===== src/rtl/output_tile_scheduler_pkg.sv =====
// Shared router types: coordinate type, scheduler state encoding and default sizing.
// Optional stall counter in the scheduler is enabled with OTS_PERF_CNT_EN.
package router_pkg;

  localparam int OTS_ROUTER_COUNT = 4;
  localparam int OTS_ADDR_WIDTH   = 8;

  typedef logic [OTS_ADDR_WIDTH-1:0] coord_t;

  typedef enum logic [1:0] {
    IDLE      = 2'd0,
    ISSUE     = 2'd1,
    WAIT_DONE = 2'd2,
    FINISH    = 2'd3
  } ots_state_t;

endpackage


===== src/rtl/output_tile_scheduler_if.sv =====
// Batch issue bus between the tile scheduler (master) and the row routers (slave).
// Handshake: a batch transfers on a cycle where o_batch_valid & i_batch_ready; the scheduler holds
// o_x/o_y/o_lane_valid stable until then, and i_batch_done later reports completion of that batch.
interface output_tile_scheduler_if #(
  parameter int ROUTER_COUNT = 4,
  parameter int ADDR_WIDTH   = 8
);
  logic [ROUTER_COUNT-1:0][ADDR_WIDTH-1:0] o_x;
  logic [ROUTER_COUNT-1:0][ADDR_WIDTH-1:0] o_y;
  logic [ROUTER_COUNT-1:0]                 o_lane_valid;
  logic                                    o_batch_valid;
  logic                                    i_batch_ready;
  logic                                    i_batch_done;

  modport master (
    output o_x, o_y, o_lane_valid, o_batch_valid,
    input  i_batch_ready, i_batch_done
  );

  modport slave (
    input  o_x, o_y, o_lane_valid, o_batch_valid,
    output i_batch_ready, i_batch_done
  );
endinterface


===== src/rtl/output_tile_scheduler_coord_stepper.sv =====
// Advances one output coordinate in raster order (y inner, x outer), wrapping to (0,0) past the corner.
module coord_stepper #(
  parameter int ADDR_WIDTH = 8
) (
  input  logic [ADDR_WIDTH-1:0] i_x,
  input  logic [ADDR_WIDTH-1:0] i_y,
  input  logic [ADDR_WIDTH-1:0] i_size,
  output logic [ADDR_WIDTH-1:0] o_x,
  output logic [ADDR_WIDTH-1:0] o_y
);
  logic [ADDR_WIDTH-1:0] w_last;

  assign w_last = i_size - ADDR_WIDTH'(1);

  always_comb begin
    o_x = i_x;
    o_y = i_y + ADDR_WIDTH'(1);
    if (i_y >= w_last) begin
      o_y = '0;
      o_x = (i_x < w_last) ? i_x + ADDR_WIDTH'(1) : '0;
    end
  end
endmodule


===== src/rtl/output_tile_scheduler.sv =====
// Walks the S x S output map in batches of ROUTER_COUNT coordinates and issues them to the row routers.
// Define OTS_PERF_CNT_EN to add the o_stall_cycles counter port.
module output_tile_scheduler
  import router_pkg::*;
#(
  parameter int ROUTER_COUNT = OTS_ROUTER_COUNT,
  parameter int ADDR_WIDTH   = OTS_ADDR_WIDTH
) (
  input  logic                  i_clk,
  input  logic                  i_nrst,
  input  logic                  i_reg_clear,
  input  logic                  i_start,
  input  logic [ADDR_WIDTH-1:0] i_o_size,
  output_tile_scheduler_if.master bus,
  output logic                  o_busy,
  output logic                  o_done
`ifdef OTS_PERF_CNT_EN
  ,
  output logic [31:0]           o_stall_cycles
`endif
);
  localparam int REM_W = 2 * ADDR_WIDTH;

  ots_state_t                              r_state;
  logic [ADDR_WIDTH-1:0]                   r_size;
  logic [REM_W-1:0]                        r_rem;
  logic [ADDR_WIDTH-1:0]                   r_base_x, r_base_y;
  logic [ROUTER_COUNT-1:0][ADDR_WIDTH-1:0] r_x, r_y;
  logic [ROUTER_COUNT-1:0]                 r_lane_valid;
  logic                                    r_batch_valid;

  logic [ADDR_WIDTH-1:0]   w_seed_x, w_seed_y, w_seed_size;
  logic [REM_W-1:0]        w_seed_rem, w_sq, w_take;
  logic [ADDR_WIDTH-1:0]   w_lane_x [ROUTER_COUNT];
  logic [ADDR_WIDTH-1:0]   w_lane_y [ROUTER_COUNT];
  logic [ROUTER_COUNT-1:0] w_mask;
  logic [ADDR_WIDTH-1:0]   w_next_x, w_next_y;
  logic                    w_handshake;

  // In IDLE the chain is seeded from the incoming start request so the first batch is ready one cycle later.
  assign w_sq        = REM_W'(i_o_size) * REM_W'(i_o_size);
  assign w_seed_x    = (r_state == IDLE) ? '0       : r_base_x;
  assign w_seed_y    = (r_state == IDLE) ? '0       : r_base_y;
  assign w_seed_size = (r_state == IDLE) ? i_o_size : r_size;
  assign w_seed_rem  = (r_state == IDLE) ? w_sq     : r_rem;
  assign w_take      = (r_rem > REM_W'(ROUTER_COUNT)) ? REM_W'(ROUTER_COUNT) : r_rem;
  assign w_handshake = r_batch_valid & bus.i_batch_ready;

  assign w_lane_x[0] = w_seed_x;
  assign w_lane_y[0] = w_seed_y;

  for (genvar k = 1; k < ROUTER_COUNT; k++) begin : g_lane
    coord_stepper #(.ADDR_WIDTH(ADDR_WIDTH)) u_step (
      .i_x(w_lane_x[k-1]), .i_y(w_lane_y[k-1]), .i_size(w_seed_size),
      .o_x(w_lane_x[k]),   .o_y(w_lane_y[k])
    );
  end

  for (genvar k = 0; k < ROUTER_COUNT; k++) begin : g_mask
    assign w_mask[k] = (w_seed_rem > REM_W'(k));
  end

  // Next batch starts one step past the last lane of the batch currently presented.
  coord_stepper #(.ADDR_WIDTH(ADDR_WIDTH)) u_next_base (
    .i_x(r_x[ROUTER_COUNT-1]), .i_y(r_y[ROUTER_COUNT-1]), .i_size(r_size),
    .o_x(w_next_x),            .o_y(w_next_y)
  );

  always_ff @(posedge i_clk or negedge i_nrst) begin
    if (!i_nrst) begin
      r_state <= IDLE; r_size <= '0; r_rem <= '0; r_base_x <= '0; r_base_y <= '0;
      r_x <= '0; r_y <= '0; r_lane_valid <= '0; r_batch_valid <= 1'b0; o_busy <= 1'b0; o_done <= 1'b0;
    end else if (i_reg_clear) begin
      r_state <= IDLE; r_size <= '0; r_rem <= '0; r_base_x <= '0; r_base_y <= '0;
      r_x <= '0; r_y <= '0; r_lane_valid <= '0; r_batch_valid <= 1'b0; o_busy <= 1'b0; o_done <= 1'b0;
    end else begin
      case (r_state)
        IDLE: begin
          o_done <= 1'b0;
          if (i_start) begin
            r_size   <= i_o_size;
            r_rem    <= w_sq;
            r_base_x <= '0;
            r_base_y <= '0;
            o_busy   <= 1'b1;
            if (i_o_size == '0) begin
              r_state <= FINISH;
            end else begin
              r_state       <= ISSUE;
              r_batch_valid <= 1'b1;
              r_lane_valid  <= w_mask;
              for (int k = 0; k < ROUTER_COUNT; k++) begin
                r_x[k] <= w_lane_x[k];
                r_y[k] <= w_lane_y[k];
              end
            end
          end
        end
        ISSUE: begin
          if (w_handshake) begin
            r_rem         <= r_rem - w_take;
            r_base_x      <= w_next_x;
            r_base_y      <= w_next_y;
            r_batch_valid <= 1'b0;
            r_state       <= WAIT_DONE;
          end
        end
        WAIT_DONE: begin
          if (bus.i_batch_done) begin
            if (r_rem == '0) begin
              r_state <= FINISH;
            end else begin
              r_state       <= ISSUE;
              r_batch_valid <= 1'b1;
              r_lane_valid  <= w_mask;
              for (int k = 0; k < ROUTER_COUNT; k++) begin
                r_x[k] <= w_lane_x[k];
                r_y[k] <= w_lane_y[k];
              end
            end
          end
        end
        FINISH: begin
          o_done  <= 1'b1;
          o_busy  <= 1'b0;
          r_state <= IDLE;
        end
        default: r_state <= IDLE;
      endcase
    end
  end

  assign bus.o_x           = r_x;
  assign bus.o_y           = r_y;
  assign bus.o_lane_valid  = r_lane_valid;
  assign bus.o_batch_valid = r_batch_valid;

`ifdef OTS_PERF_CNT_EN
  logic w_stall;

  assign w_stall = (r_batch_valid & ~bus.i_batch_ready) | ((r_state == WAIT_DONE) & ~bus.i_batch_done);

  always_ff @(posedge i_clk or negedge i_nrst) begin
    if (!i_nrst) begin
      o_stall_cycles <= '0;
    end else if (i_reg_clear || (r_state == IDLE && i_start)) begin
      o_stall_cycles <= '0;
    end else if (w_stall && o_stall_cycles != 32'hFFFF_FFFF) begin
      o_stall_cycles <= o_stall_cycles + 32'd1;
    end
  end
`endif
endmodule

===== src/flat_wrapper.sv =====
// flat-port wrapper written by rule: the top's interface ports become plain ports
module output_tile_scheduler_flat import router_pkg::*;
#(
  parameter int ROUTER_COUNT = OTS_ROUTER_COUNT,
  parameter int ADDR_WIDTH   = OTS_ADDR_WIDTH
)
  (i_clk, i_nrst, i_reg_clear, i_start, i_o_size, o_busy, o_done, bus_o_x, bus_o_y, bus_o_lane_valid, bus_o_batch_valid, bus_i_batch_ready, bus_i_batch_done);
  output_tile_scheduler_if #(.ROUTER_COUNT(ROUTER_COUNT), .ADDR_WIDTH(ADDR_WIDTH)) bus_i ();
  input  logic i_clk;
  input  logic i_nrst;
  input  logic i_reg_clear;
  input  logic i_start;
  input  logic [ADDR_WIDTH-1:0] i_o_size;
  output logic o_busy;
  output logic o_done;
  output wire logic [$bits(bus_i.o_x)-1:0] bus_o_x;
  output wire logic [$bits(bus_i.o_y)-1:0] bus_o_y;
  output wire logic [$bits(bus_i.o_lane_valid)-1:0] bus_o_lane_valid;
  output wire logic [$bits(bus_i.o_batch_valid)-1:0] bus_o_batch_valid;
  input wire logic [$bits(bus_i.i_batch_ready)-1:0] bus_i_batch_ready;
  input wire logic [$bits(bus_i.i_batch_done)-1:0] bus_i_batch_done;
  assign bus_o_x = bus_i.o_x;
  assign bus_o_y = bus_i.o_y;
  assign bus_o_lane_valid = bus_i.o_lane_valid;
  assign bus_o_batch_valid = bus_i.o_batch_valid;
  assign bus_i.i_batch_ready = bus_i_batch_ready;
  assign bus_i.i_batch_done = bus_i_batch_done;
  output_tile_scheduler #(.ROUTER_COUNT(ROUTER_COUNT), .ADDR_WIDTH(ADDR_WIDTH)) u_core (.i_clk(i_clk), .i_nrst(i_nrst), .i_reg_clear(i_reg_clear), .i_start(i_start), .i_o_size(i_o_size), .bus(bus_i), .o_busy(o_busy), .o_done(o_done));
endmodule

===== config.mk =====
export PLATFORM = sky130hd
export DESIGN_NAME = output_tile_scheduler_flat
export DESIGN_NICKNAME = d
export VERILOG_FILES = /design/src/rtl/output_tile_scheduler_pkg.sv /design/src/rtl/output_tile_scheduler_if.sv /design/src/rtl/output_tile_scheduler_coord_stepper.sv /design/src/rtl/output_tile_scheduler.sv /design/src/flat_wrapper.sv
export SDC_FILE = /design/constraint.sdc
export NUM_CORES = 1
export LEC_CHECK = 0
export ABC_AREA = 0
export BUFFER_PORTS_ARGS = -buffer_cell sky130_fd_sc_hd__buf_2
export CAP_MARGIN = 20
export CORE_ASPECT_RATIO = 0.6
export CORE_MARGIN = 2
export CORE_UTILIZATION = 58
export CTS_CLUSTER_DIAMETER = 200
export CTS_CLUSTER_SIZE = 8
export DETAILED_ROUTE_END_ITERATION = 7
export PLACE_DENSITY = 0.75
export SYNTH_ARGS = -nofsm -noshare
export SYNTH_HDL_FRONTEND = slang
export SYNTH_SLANG_ARGS = --single-unit

===== constraint.sdc =====
create_clock -name i_clk -period 8.9 [get_ports i_clk]
set_input_delay 0.445 -clock i_clk [delete_from_list [all_inputs] [get_ports i_clk]]
set_output_delay 0.445 -clock i_clk [all_outputs]
set_load 0.005 [all_outputs]

==> results of run 1 <==
==> synth_stat cells, types with 32 or more instances <==
cell type / n
inv_1: 74
dfrtp_1: 113
clkbuf_1: 42
ha_1: 99
nand2_1: 129
a21oi_1: 43
o21ai_0: 82
nor2_1: 72
a22o_1: 32
xnor2_1: 43
==> critical path, delay by kind of cell, from the launching register on <==
family / cells / cell delay, ns
muxes: 1 / 0.43
AOI/OAI and AO/OA: 14 / 2.89
and+or+nand+nor: 10 / 2.82
buffers and inverters: 3 / 0.52
adders and majority gates: 3 / 0.91
DFF: 1 / 0.63
==> where the power goes <==
part | total [mW] | switching (mW) | leakage, nW | internal (mW)
Clock | 0.673 | 0.264 | 0.275 | 0.409
Combinational | 1.48 | 0.917 | 3.70 | 0.560
Sequential | 0.680 | 0.0990 | 1.54 | 0.581
==> registers in the layout (all words and copies together), names as in the netlist, 2 cells and up <==
signal and flops:
u_core.bus.o_lane_valid 4, u_core.r_state 2, u_core.r_rem 16, u_core.r_size 8
u_core.r_base_x 8, u_core.bus.o_x 32, u_core.r_base_y 8, u_core.bus.o_y 32
==> stage by stage <==
stage / utilization / std cells / hold WS [ns]
after floorplan: - / 1103 / 0.149
after global placement: 0.629 / 1362 / 0.457
after detailed placement: 0.629 / 1362 / 0.461
after CTS: 0.664 / 1393 / 0.136
after global routing: 0.667 / 1398 / 0.164
final: 0.667 / 1398 / 0.0898
==> final timing paths <==
check,from,to,slack [ns],cells after the start
hold reg to reg,u_core.bus.o_x[7]$_DFFE_PN0P_,u_core.bus.o_x[7]$_DFFE_PN0P_,0.47,2
min in group i_clk,i_start,u_core.r_state[0]$_DFFE_PN0P_,0.40,3
setup reg to reg,u_core.r_state[0]$_DFFE_PN0P_,u_core.bus.o_x[30]$_DFFE_PN0P_,0.61,31
max in group asynchronous,i_nrst,u_core.bus.o_x[22]$_DFFE_PN0P_,7.65,2
hold / removal,i_nrst,u_core.r_rem[11]$_DFFE_PN0P_,0.09,1
setup / recovery,u_core.r_state[0]$_DFFE_PN0P_,u_core.bus.o_x[30]$_DFFE_PN0P_,0.61,31
==> cell type report <==
cell class,count,share of cell area
clock inverters,14,0.0132
clock buffers,17,0.0393
multi-input cells,862,0.580
flip-flops and latches,113,0.262
repair buffers,107,0.0551
well taps,209,0.0242
inverters,76,0.0264
==> cell families (layout without fill, tap and decap cells) <==
logic type / Yosys count / after routing
other: 1 / 1
xor gates and xnor gates: 65 / 65
buffers and inverters: 128 / 214
and+or+nand+nor: 377 / 377
adders and majority gates: 124 / 124
AOI/OAI and AO/OA: 275 / 275
muxes: 20 / 20
DFF: 113 / 113
==> routing by layer <==
layer  share of wire  global-route usage
met1            0.49               0.541
met2            0.38               0.421
met3            0.11              0.0829
met4           0.012              0.0684
met5               0              0.0203
==> repair_timing <==
action | CTS | global route
endpoints found under the setup margin | 0 | 9
setup buffers | 0 | 4
endpoints found under the hold margin | 0 | 0
==> impl_metrics.csv, run 1 <==
group,metric,value,unit
global_route,grt_pass1_wl,45100,um
sta,period_needed,8.29,ns
final_layout,n_antenna_cell,0,
pwr,leakage,5.51,nW
logic_synthesis,netlist.area_leader.share,0.295,
floorplanning,die_w,170,um
logic_synthesis,ys_seq_area_frac,0.295,
floorplanning,die_h,104,um
worst_setup_path,crit_slowest_cell,"nor2_1",
status,status,"finished, final reports clean",
final_layout,final_nets,1315,
final_layout,multi_input_area,0.00627,mm^2
cts,cts_resized,0,
floorplanning,dieArea,0.0176,mm^2
final_layout,final_common_cell,"nand2_1",
route,postRouteAntennaNets,0,
cts,cts_tree,"done",
final_layout,design_area,0.0108,mm^2
pwr,powerDensity,262,mW/mm^2
sta,fin_setup_tns,0,ns
sta,timing.final.crit_share,0.931,
global_route,antenna_found_initial,0,
sta,slew_headroom,0.331,
route,wl,28200,um
final_layout,syn2layout_area_growth,12.7,%
worst_setup_path,startpoint_type,"register",
logic_synthesis,synth.area.top_cells,"dfrtp_1 (29%), ha_1 (13%), fa_1 (5.2%)",
sta,setup_slack,0.614,ns
cts,root_buffer,"clkbuf_16",
cts,numCtsBuffers,17,
logic_synthesis,synthCells,1103,
logic_synthesis,synth_edf_count,0,
final_layout,drive_gt1_frac,0.141,
route,drtIter0Drc,1053,
logic_synthesis,synthSimpleGateAreaFrac,0.194,
worst_setup_path,cp.required,9.25,ns
cts,cts.sinks,113,
placement,place_area,0.0102,mm^2
cts,cts.path.max_buffers,2,
worst_setup_path,end_kind,"register",
worst_setup_path,arrival,8.63,ns
worst_setup_path,critPathKind,"register to register",
route,firstDrtPassIters,5,
placement,place.gp.congestion,0.984,
logic_synthesis,synth_compound_area_frac,0.194,
logic_synthesis,synth_top_family_by_area,"simple AND/OR/NAND/NOR gates",
logic_synthesis,syn_area,0.00960,mm^2
worst_setup_path,crit_path_max_fanout,17,
worst_setup_path,cpPeakStageDelay,0.70,ns
route,route.detailed.drc,0,
logic_synthesis,synth_area_per_cell,8.70,um^2
logic_synthesis,synth-seq-cells,113,
floorplanning,start_util,0.592,
global_route,grt_overflow_total,0,
logic_synthesis,muxShareOfSynthArea,0.0237,
logic_synthesis,synth_top_area_cell,"dfrtp_1",
sta,rsz0062_at_grt,"false",
sta,tightest_slew,0.992,ns
logic_synthesis,synth_flop_cell,"dfrtp_1",
placement,port_buffers,84,
route,vias_per_cell,6.21,
cts,htreeDepth,4,
floorplanning,placementRows,36,
final_layout,seqCellArea,0.00283,mm^2
flow_run,drv_cap,0,
logic_synthesis,synth_nets,1241,
cts,worstSkewPairLatency,0.42,ns
global_route,grt_max_degree,83,
logic_synthesis,ys_types,77,
logic_synthesis,async_reset_ff_frac,1.00,
cts,postCtsHoldBufs,0,
route,vias,8684,
sta,final-hold-violation-count,0,
final_layout,fillers,1337,
logic_synthesis,yosys_warnings,0,
min_path,min-delay-path-class,"primary input to async pin",
logic_synthesis,synth_xor_area_frac,0.0593,
sta,skew,0.0174,ns
route,wl_per_cell,20.1,um
pwr,max-vdd-ir-drop,0.000140,V
global_route,gr-usage-all-layers,0.329,
global_route,grt_pass1_vias,8182,
placement,post-place-ws,0.719,ns
placement,dp_hpwl,20700,um
pwr,p_total,2.83,mW
cts,clkTransAtPathRegs,0.06,ns
floorplanning,core,0.0162,mm^2
logic_synthesis,synthAdderAreaFrac,0.181,
final_layout,layout_common_cells,"nand2_1 (129), dfrtp_1 (113), ha_1 (99)",
sta,fmax,121,MHz
sta,slew_viol_final,0,
floorplanning,pin_count,85,
sta,finalSetupViolCount,0,
(Power assumes the default switching activity.)
==> inputs of run 2 (changes only) <==
==> constraint.sdc (replaced) <==
create_clock -name i_clk -period 8.9 [get_ports i_clk]
set_input_delay 0.89 -clock i_clk [delete_from_list [all_inputs] [get_ports i_clk]]
set_output_delay 0.89 -clock i_clk [all_outputs]
set_load 0.005 [all_outputs]
==> run 2 against run 1 <==
Net effect:
- sequential power increased by 0.6%
- clock-buffer cell count increased by 1
- wire length increased by 0.65%
- cell area decreased by 0.35%
- utilization decreased by 0.23 points
- register-to-register slack improved by 0.24 ns
- clock skew decreased by 0.0074 ns
- critical path type unchanged
- largest power group unchanged
- highest routed layer unchanged
==> impl_metrics.csv, run 2 (synthesis gave the netlist of run 1 again) <==
group,metric,value,unit
placement,post-place-ws,0.731,ns
worst_setup_path,critPathBufInv,3,
floorplanning,die_w,170,um
global_route,grt_pass1_wl,45700,um
cts,cts_resized,0,
route,postRouteAntennaNets,0,
cts,htreeDepth,4,
sta,timing.final.crit_share,0.904,
global_route,grt_overflow_total,0,
pwr,powerDensity,264,mW/mm^2
sta,fmax,124,MHz
global_route,gr-usage-all-layers,0.335,
cts,worstSkewPairLatency,0.43,ns
cts,cts_tree,"done",
cts,cts.sinks,113,
sta,rsz0062_at_grt,"false",
cts,post_cts_buffers,0,
final_layout,drive_gt1_frac,0.136,
final_layout,syn2layout_area_growth,12.3,%
cts,postCtsHoldBufs,0,
global_route,grt_pass1_vias,8227,
placement,place.gp.congestion,0.975,
final_layout,layout_common_cells,"nand2_1 (129), dfrtp_1 (113), ha_1 (99)",
route,firstDrtPassIters,5,
placement,port_buffers,84,
floorplanning,pin_count,85,
min_path,min-delay-path-class,"register to register",
status,status,"finished, final reports clean",
sta,slew_viol_final,0,
route,drtIter0Drc,1031,
worst_setup_path,end_kind,"register",
final_layout,design_area,0.0108,mm^2
route,wl,28300,um
sta,final-hold-violation-count,0,
floorplanning,dieArea,0.0176,mm^2
worst_setup_path,crit_family,"compound AO/OA/AOI/OAI gates",
sta,slew_headroom,0.300,
flow_run,drv_cap,0,
worst_setup_path,crit_slowest_cell,"dfrtp_1",
sta,skew,0.00996,ns
global_route,grt_max_degree,95,
worst_setup_path,crit_path_max_fanout,17,
final_layout,final_nets,1309,
sta,period_needed,8.05,ns
cts,root_buffer,"clkbuf_16",
sta,tightest_slew,1.04,ns
cts,cts.path.max_buffers,2,
pwr,leakage,5.48,nW
worst_setup_path,cpPeakStageDelay,0.66,ns
floorplanning,die_h,104,um
sta,finalSetupViolCount,0,
worst_setup_path,critPathKind,"register to register",
route,wl_per_cell,20.4,um
worst_setup_path,startpoint_type,"register",
route,vias_per_cell,6.26,
route,vias,8719,
final_layout,final_common_cell,"nand2_1",
placement,place_area,0.0102,mm^2
sta,setup_slack,0.851,ns
pwr,max-vdd-ir-drop,0.000131,V
sta,whs,0.474,ns
cts,clkTransAtPathRegs,0.06,ns
final_layout,fin_util,0.664,
route,route.detailed.drc,0,
worst_setup_path,arrival,8.41,ns
floorplanning,start_util,0.592,
cts,numCtsBuffers,17,
sta,fin_setup_tns,0,ns
final_layout,n_antenna_cell,0,
global_route,antenna_found_initial,0,
floorplanning,placementRows,36,
placement,dp_hpwl,21200,um
worst_setup_path,cp.required,9.26,ns
floorplanning,core,0.0162,mm^2
## run 2: cell count changes in the layout (fill, tap and decap cells not counted), moves of 2 or more
cell        change
clkinv_4        -2
clkinv_2        -2
buf_4           -7
clkinvlp_4      +2
## run 2: worst reg2reg max path: cells and delay by family (launching register included)
family,cells,cell delay [ns]
xor+xnor,1,0.36
fa+ha+maj,3,0.76
compound gates,12,3.33
simple gates,11,2.29
flops,1,0.66
buf+inv,3,0.57
## run 2: power by group
part | leakage [nW] | internal [mW] | switching [mW]
Clock | 0.265 | 0.410 | 0.265
Sequential | 1.54 | 0.581 | 0.103
Combinational | 3.67 | 0.560 | 0.926
Total | 5.48 | 1.55 | 1.29
## run 2: area by class of cell
type / instances / area (um^2)
timing repair buffer: 101 / 558
tap: 209 / 262
multi-input combinational: 862 / 6270
sequential: 113 / 2830
clock inverter: 13 / 139
clock buffer: 18 / 429
inverter: 76 / 285
fill: 1349 / 5440
## run 2: final timing paths
check | cells after the start | to | startpoint | slack [ns]
max reg2reg | 30 | u_core.bus.o_x[28]$_DFFE_PN0P_ | u_core.r_state[1]$_DFFE_PN0P_ | 0.85
max | 30 | u_core.bus.o_x[28]$_DFFE_PN0P_ | u_core.r_state[1]$_DFFE_PN0P_ | 0.85
min | 2 | u_core.bus.o_x[6]$_DFFE_PN0P_ | u_core.bus.o_x[6]$_DFFE_PN0P_ | 0.47
max in group asynchronous | 2 | u_core.bus.o_x[24]$_DFFE_PN0P_ | i_nrst | 7.16
min reg2reg | 2 | u_core.bus.o_x[6]$_DFFE_PN0P_ | u_core.bus.o_x[6]$_DFFE_PN0P_ | 0.47
min in group asynchronous | 1 | u_core.r_rem[12]$_DFFE_PN0P_ | i_nrst | 0.54
## run 2: through the flow
stage	power, mW	cells
2_1_floorplan	1.67	1103
3_3_place_gp	2.07	1360
3_5_place_dp	2.11	1360
4_1_cts	2.79	1391
5_1_grt	3.02	1392
6_report	2.84	1392
## run 2: per-layer routing
metal	global-route usage	part of all wire	vias to the layer above	wire length (um)
li1	-	-	4035	-
met1	0.554	0.49	4207	14000
met2	0.429	0.38	448	10900
met3	0.0760	0.11	29	3170
met4	0.0775	0.012	0	352
met5	0	0	-	0
